==> config.mk <==
export PLATFORM = sky130hd
export DESIGN_NAME = uart_rx
export DESIGN_NICKNAME = d
export VERILOG_FILES = /design/src/rtl/uart_rx.sv
export SDC_FILE = /design/constraint.sdc
export NUM_CORES = 1
export LEC_CHECK = 0
export CAP_MARGIN = 40
export CORE_UTILIZATION = 50
export DETAILED_ROUTE_END_ITERATION = 10
export PLACE_DENSITY_LB_ADDON = 0.15
export SYNTH_ARGS = -nofsm -noshare
export SYNTH_HDL_FRONTEND = slang
export SYNTH_SLANG_ARGS = --single-unit
==> constraint.sdc <==
create_clock -name clk -period 3.1 [get_ports clk]
set_input_delay 0.93 -clock clk [delete_from_list [all_inputs] [get_ports clk]]
set_output_delay 0.93 -clock clk [all_outputs]
set_load 0.03 [all_outputs]
==> src/rtl/uart_rx.sv <==
// uart_rx: 8N1 (optionally 8E1/8O1) UART receiver feeding the byte FIFO.
// Ports: clk, rst (sync, active-high), rx_in (async line, idle high),
//   fifo_full (sampled on write cycle); wr_data/wr_en drive the FIFO
//   write side; busy (not IDLE); frame_err, overrun, parity_err pulses.
// Config: define UART_RX_PARITY_EN to add a parity bit after the data
//   bits (sense from PARITY_ODD); otherwise parity_err is tied 0.
module uart_rx #(
  parameter int CLKS_PER_BIT = 868,
  parameter int DATA_BITS    = 8,
  parameter int PARITY_ODD   = 0
) (
  input  logic                 clk,
  input  logic                 rst,
  input  logic                 rx_in,
  input  logic                 fifo_full,
  output logic [DATA_BITS-1:0] wr_data,
  output logic                 wr_en,
  output logic                 busy,
  output logic                 frame_err,
  output logic                 overrun,
  output logic                 parity_err
);

  localparam int CNT_W = $clog2(CLKS_PER_BIT);
  localparam int IDX_W = $clog2(DATA_BITS);

  localparam logic [CNT_W-1:0] HALF_TC = CNT_W'(CLKS_PER_BIT/2 - 1);
  localparam logic [CNT_W-1:0] FULL_TC = CNT_W'(CLKS_PER_BIT - 1);
  localparam logic [IDX_W-1:0] LAST_IDX = IDX_W'(DATA_BITS - 1);

  typedef enum logic [2:0] {
    IDLE,
    START,
    DATA,
`ifdef UART_RX_PARITY_EN
    PARITY,
`endif
    STOP,
    WAIT_IDLE
  } state_t;

  state_t               state_q, state_d;
  logic                 rx_meta_q, rx_s_q;
  logic [CNT_W-1:0]     cnt_q, cnt_d;
  logic [IDX_W-1:0]     idx_q, idx_d;
  logic [DATA_BITS-1:0] shift_q, shift_d;
  logic [DATA_BITS-1:0] wr_data_q, wr_data_d;
  logic                 wr_en_q, wr_en_d;
  logic                 busy_q, busy_d;
  logic                 ferr_q, ferr_d;
  logic                 ovr_q, ovr_d;
  logic                 bad_par;
  logic                 tick_half, tick_full;

`ifdef UART_RX_PARITY_EN
  localparam logic PAR_ODD = (PARITY_ODD != 0);
  logic bad_par_q, bad_par_d;
  logic perr_q, perr_d;
  assign bad_par = bad_par_q;
`else
  logic perr_d;
  logic unused_par_odd;
  assign bad_par = 1'b0;
  // Parity sense has no meaning without a parity bit in the frame.
  assign unused_par_odd = (PARITY_ODD != 0);
`endif

  assign tick_half = (cnt_q == HALF_TC);
  assign tick_full = (cnt_q == FULL_TC);

  // Sync flops reset high so reset never looks like a start bit.
  always_ff @(posedge clk) begin
    if (rst) begin
      rx_meta_q <= 1'b1;
      rx_s_q    <= 1'b1;
    end else begin
      rx_meta_q <= rx_in;
      rx_s_q    <= rx_meta_q;
    end
  end

  always_ff @(posedge clk) begin
    if (rst) begin
      state_q   <= IDLE;
      cnt_q     <= '0;
      idx_q     <= '0;
      shift_q   <= '0;
      wr_data_q <= '0;
      wr_en_q   <= 1'b0;
      busy_q    <= 1'b0;
      ferr_q    <= 1'b0;
      ovr_q     <= 1'b0;
    end else begin
      state_q   <= state_d;
      cnt_q     <= cnt_d;
      idx_q     <= idx_d;
      shift_q   <= shift_d;
      wr_data_q <= wr_data_d;
      wr_en_q   <= wr_en_d;
      busy_q    <= busy_d;
      ferr_q    <= ferr_d;
      ovr_q     <= ovr_d;
    end
  end

`ifdef UART_RX_PARITY_EN
  always_ff @(posedge clk) begin
    if (rst) begin
      bad_par_q <= 1'b0;
      perr_q    <= 1'b0;
    end else begin
      bad_par_q <= bad_par_d;
      perr_q    <= perr_d;
    end
  end
`endif

  always_comb begin
    state_d   = state_q;
    cnt_d     = cnt_q;
    idx_d     = idx_q;
    shift_d   = shift_q;
    wr_data_d = wr_data_q;
    wr_en_d   = 1'b0;
    ferr_d    = 1'b0;
    ovr_d     = 1'b0;
    perr_d    = 1'b0;
`ifdef UART_RX_PARITY_EN
    bad_par_d = bad_par_q;
`endif

    case (state_q)
      IDLE: begin
        cnt_d = '0;
`ifdef UART_RX_PARITY_EN
        bad_par_d = 1'b0;
`endif
        if (!rx_s_q) state_d = START;
      end

      START: begin
        if (tick_half) begin
          cnt_d = '0;
          if (!rx_s_q) begin
            state_d = DATA;
            idx_d   = '0;
          end else begin
            // Low pulse shorter than half a bit: glitch.
            state_d = IDLE;
          end
        end else begin
          cnt_d = cnt_q + CNT_W'(1);
        end
      end

      DATA: begin
        if (tick_full) begin
          cnt_d   = '0;
          shift_d = {rx_s_q, shift_q[DATA_BITS-1:1]};
          if (idx_q == LAST_IDX) begin
`ifdef UART_RX_PARITY_EN
            state_d = PARITY;
`else
            state_d = STOP;
`endif
          end else begin
            idx_d = idx_q + IDX_W'(1);
          end
        end else begin
          cnt_d = cnt_q + CNT_W'(1);
        end
      end

`ifdef UART_RX_PARITY_EN
      PARITY: begin
        if (tick_full) begin
          cnt_d     = '0;
          bad_par_d = ((^shift_q) ^ rx_s_q) != PAR_ODD;
          state_d   = STOP;
        end else begin
          cnt_d = cnt_q + CNT_W'(1);
        end
      end
`endif

      STOP: begin
        if (tick_full) begin
          cnt_d = '0;
          if (!rx_s_q) begin
            ferr_d  = 1'b1;
            state_d = WAIT_IDLE;
          end else if (bad_par) begin
            perr_d  = 1'b1;
            state_d = IDLE;
          end else if (fifo_full) begin
            ovr_d   = 1'b1;
            state_d = IDLE;
          end else begin
            wr_data_d = shift_q;
            wr_en_d   = 1'b1;
            state_d   = IDLE;
          end
        end else begin
          cnt_d = cnt_q + CNT_W'(1);
        end
      end

      WAIT_IDLE: begin
        // Line must return high before another start bit is accepted.
        cnt_d = '0;
        if (rx_s_q) state_d = IDLE;
      end

      default: begin
        state_d = IDLE;
        cnt_d   = '0;
      end
    endcase

    busy_d = (state_d != IDLE);
  end

  assign wr_data   = wr_data_q;
  assign wr_en     = wr_en_q;
  assign busy      = busy_q;
  assign frame_err = ferr_q;
  assign overrun   = ovr_q;

`ifdef UART_RX_PARITY_EN
  assign parity_err = perr_q;
`else
  assign parity_err = perr_d;
`endif

endmodule

==> results by group <==
Synthesis
  – Ys async rst share: 0%
  – Dominant synthesized flop cell: dfxtp_1
  – Cell area after synthesis: 1610 µm²
  – Share of Yosys cell area claimed by the top area cell type: 47.3%
  – Post-Synthesis Cells: 178
  – Most common library cells after synthesis: dfxtp_1, nor2_1, nand2_1
  – Post-synth cell types: 38
  – Leading area contributor after synthesis: dfxtp_1
  – Seq/Total Area, Yosys: 47.3%
  – EDFF count, synth: 0
  – Ranking of synthesized cells by area: dfxtp_1, nor2_1, mux2i_1
  – Syn_nets: 186
  – Syn avg cell area: 9.04 µm²
  – Most frequent cell after synthesis: dfxtp_1
  – Yosys reg bits: 38
  – YS warnings: 0

Critical path
  – Reg-to-Reg Start: cnt_q[0]
  – Critical path endpoint: wr_data[5]
  – Cell family with most CP delay: buffers and inverters
  – R2R setup slack: 1080 ps
  – Arrival @ worst endpoint: 1370 ps
  – Critical path cell sequence: clkdlybuf4s50_1
  – Crit start category: flip-flop
  – Crit. Startpoint: wr_data[5]
  – Buffers & Inverters on Critical Path: 1
  – Critical Path RT: 2170 ps
  – CP peak stage delay: 680 ps
  – Critical Path Stages: 1
  – CP endpoint kind: output pin
  – Slowest CP cell: clkdlybuf4s50_1
  – CP Class: flip-flop to output pin
  – Worst Reg-to-Reg Cells: 6
  – Top fanout value on the critical path: 2
  – Worst reg2reg endpoint: busy

Drt
  – Via count: 1,242
  – Routed vias/inst: 5.18
  – Wire per inst: 12.0 µm
  – Drt first pass iters: 4
  – DRT iter0 DRCs: 39
  – Remaining antenna violation count: 0
  – Final WL: 2890 µm
  – # DRC: 0

Finish
  – Antenna Cells: 0
  – Layout Nets: 203
  – Final core occ: 61.3%
  – Area Growth Syn to Fin: 16.3%
  – Share of layout cells above drive strength 1: 7.14%
  – Non-filler instance count after layout: 240

Clocking
  – Clk_lat worst skew: 340 ps
  – TritonCTS Buffers: 5
  – CTS Hold Bufs: 0
  – Postcts setup bufs: 0
  – Clock Tree Root: clkbuf_4
  – Bufs on Longest Clock Path: 2
  – CTS tree: yes
  – Clock slew at reported path FFs: 110 ps
  – # resized after CTS: 0
  – Clock Sink Count: 38
  – H-tree levels: 2

Floorplan
  – FP Rows: 20
  – Boundary Pins: 17
  – Core ar.: 3050 µm²
  – Chip height: 58.7 µm
  – Die area: 3450 µm²
  – Starting Density: 52.7%
  – Die extent in x: 58.7 µm

Status
  – Status: finished clean

Flow run
  – # Max-Cap Violations: 0

Timing
  – Fin. max-slew vios: 0
  – Slew headroom: 64.8%
  – RSZ-0062 raised after global routing: false
  – Skew final: 5.27 ps
  – Final min period: 2300 ps
  – Tcrit/Tclk final: 74.1%
  – Fin Setup TNS: 0 ps
  – Fin. Hold Viols: 0
  – Slew @ Worst Pin: 526 ps
  – FMAX: 0.435 GHz
  – Final setup violation count: 0

Pwr
  – VDD IR max: 0.376 mV
  – Leakage: 0.000752 µW
  – P per Cell Area: 442 nW/µm²

Global route
  – Largest net degree at the start of global routing: 25
  – GRT Util Overall: 19.1%
  – Initial antenna violation count: 0
  – Global-route wire length before repair: 4950 µm
  – Number of global-route vias before repair: 1,150
  – GRT Residual Overflow: 0

Placed design
  – Post-detail-place hpwl: 2060 µm
  – Count of input and output buffers: 15
  – Cell total after placement: 232
  – GP Congestion: 0.786

Worst hold path
  – HP Class: flip-flop to flip-flop
[power breakdown]
part	leakage [µW]	total (µW)	switching (µW)	internal, µW
logic	0.000400	23.5	13.0	10.5
clock network	0.0000446	309	154	155
registers	0.000307	495	4.41	491
total	0.000752	827	171	656
[worst reg2reg max path: cells and delay by family, from the launching register on]
family	cells	cell delay (ps)
and+or+nand+nor	4	990
DFF	1	410
adders and majority gates	1	270
AOI/OAI and AO/OA	1	230
[kinds of logic (layout without fill, tap and decap cells)]
logic type                 count (synthesis)  after routing  synth area share [%]
AOI/OAI and AO/OA                         18             18                  7.70
buffers and inverters                      8             26                  2.33
adders and majority gates                  4              4                  3.11
muxes                                     10             10                  6.22
DFF                                       38             38                  47.3
other                                      1              1                 0.233
and+or+nand+nor                           91             91                  28.8
xor gates and xnor gates                   8              8                  4.35
[worst min-delay path by stage]
stage	endpoint	startpoint	depth (start not counted)
after CTS	rx_s_q	rx_meta_q	1
after global placement	rx_s_q	rx_meta_q	1
after floorplan	rx_s_q	rx_meta_q	1
after global routing	rx_s_q	rx_meta_q	1
after detailed placement	rx_s_q	rx_meta_q	1
final	rx_s_q	rx_meta_q	1
[registers in the layout, summed over array words and instances (netlist names)]
name	cells
frame_err	1
rx_s_q	1
busy	1
wr_data	8
shift_q	8
rx_meta_q	1
cnt_q	10
state_q	3
overrun	1
idx_q	3
wr_en	1
[metal layers]
layer	global-route usage, %	up-vias	share of wire (%)
li1	-	644	-
met3	7.25	0	4.9
met5	0	-	0
met4	5.10	0	0
met2	30.2	24	47
met1	24.5	574	48
[final cells by class]
class | count | area (µm²)
clock buffer | 8 | 78.8
fill | 299 | 1180
inverter | 2 | 7.51
multi-input combinational | 132 | 811
sequential | 38 | 761
tap | 44 | 55.1
timing repair buffer | 16 | 158
[placed cells by master (no fill, tap or decap), types with 4 or more instances in the layout]
cell and count:
dfxtp_1 38, nor2_1 28, nand2_1 21, clkdlybuf4s50_1 15, nand3_1 10, mux2i_1 10, a21oi_1 8, nand2b_1 6
xor2_1 6, clkbuf_4 5, nor2b_1 4, ha_1 4
[per-stage QoR]
step / worst slack (ps) / total power, µW / cell area (µm²) / hold WS, ps
floorplan: 1170 / 523 / 1610 / 389
global placement: 651 / 530 / 1790 / 394
detailed placement: 652 / 530 / 1790 / 401
CTS: 786 / 837 / 1870 / 426
global route: 730 / 863 / 1870 / 428
finish: 803 / 827 / 1870 / 429
(Power assumes the default switching activity.)
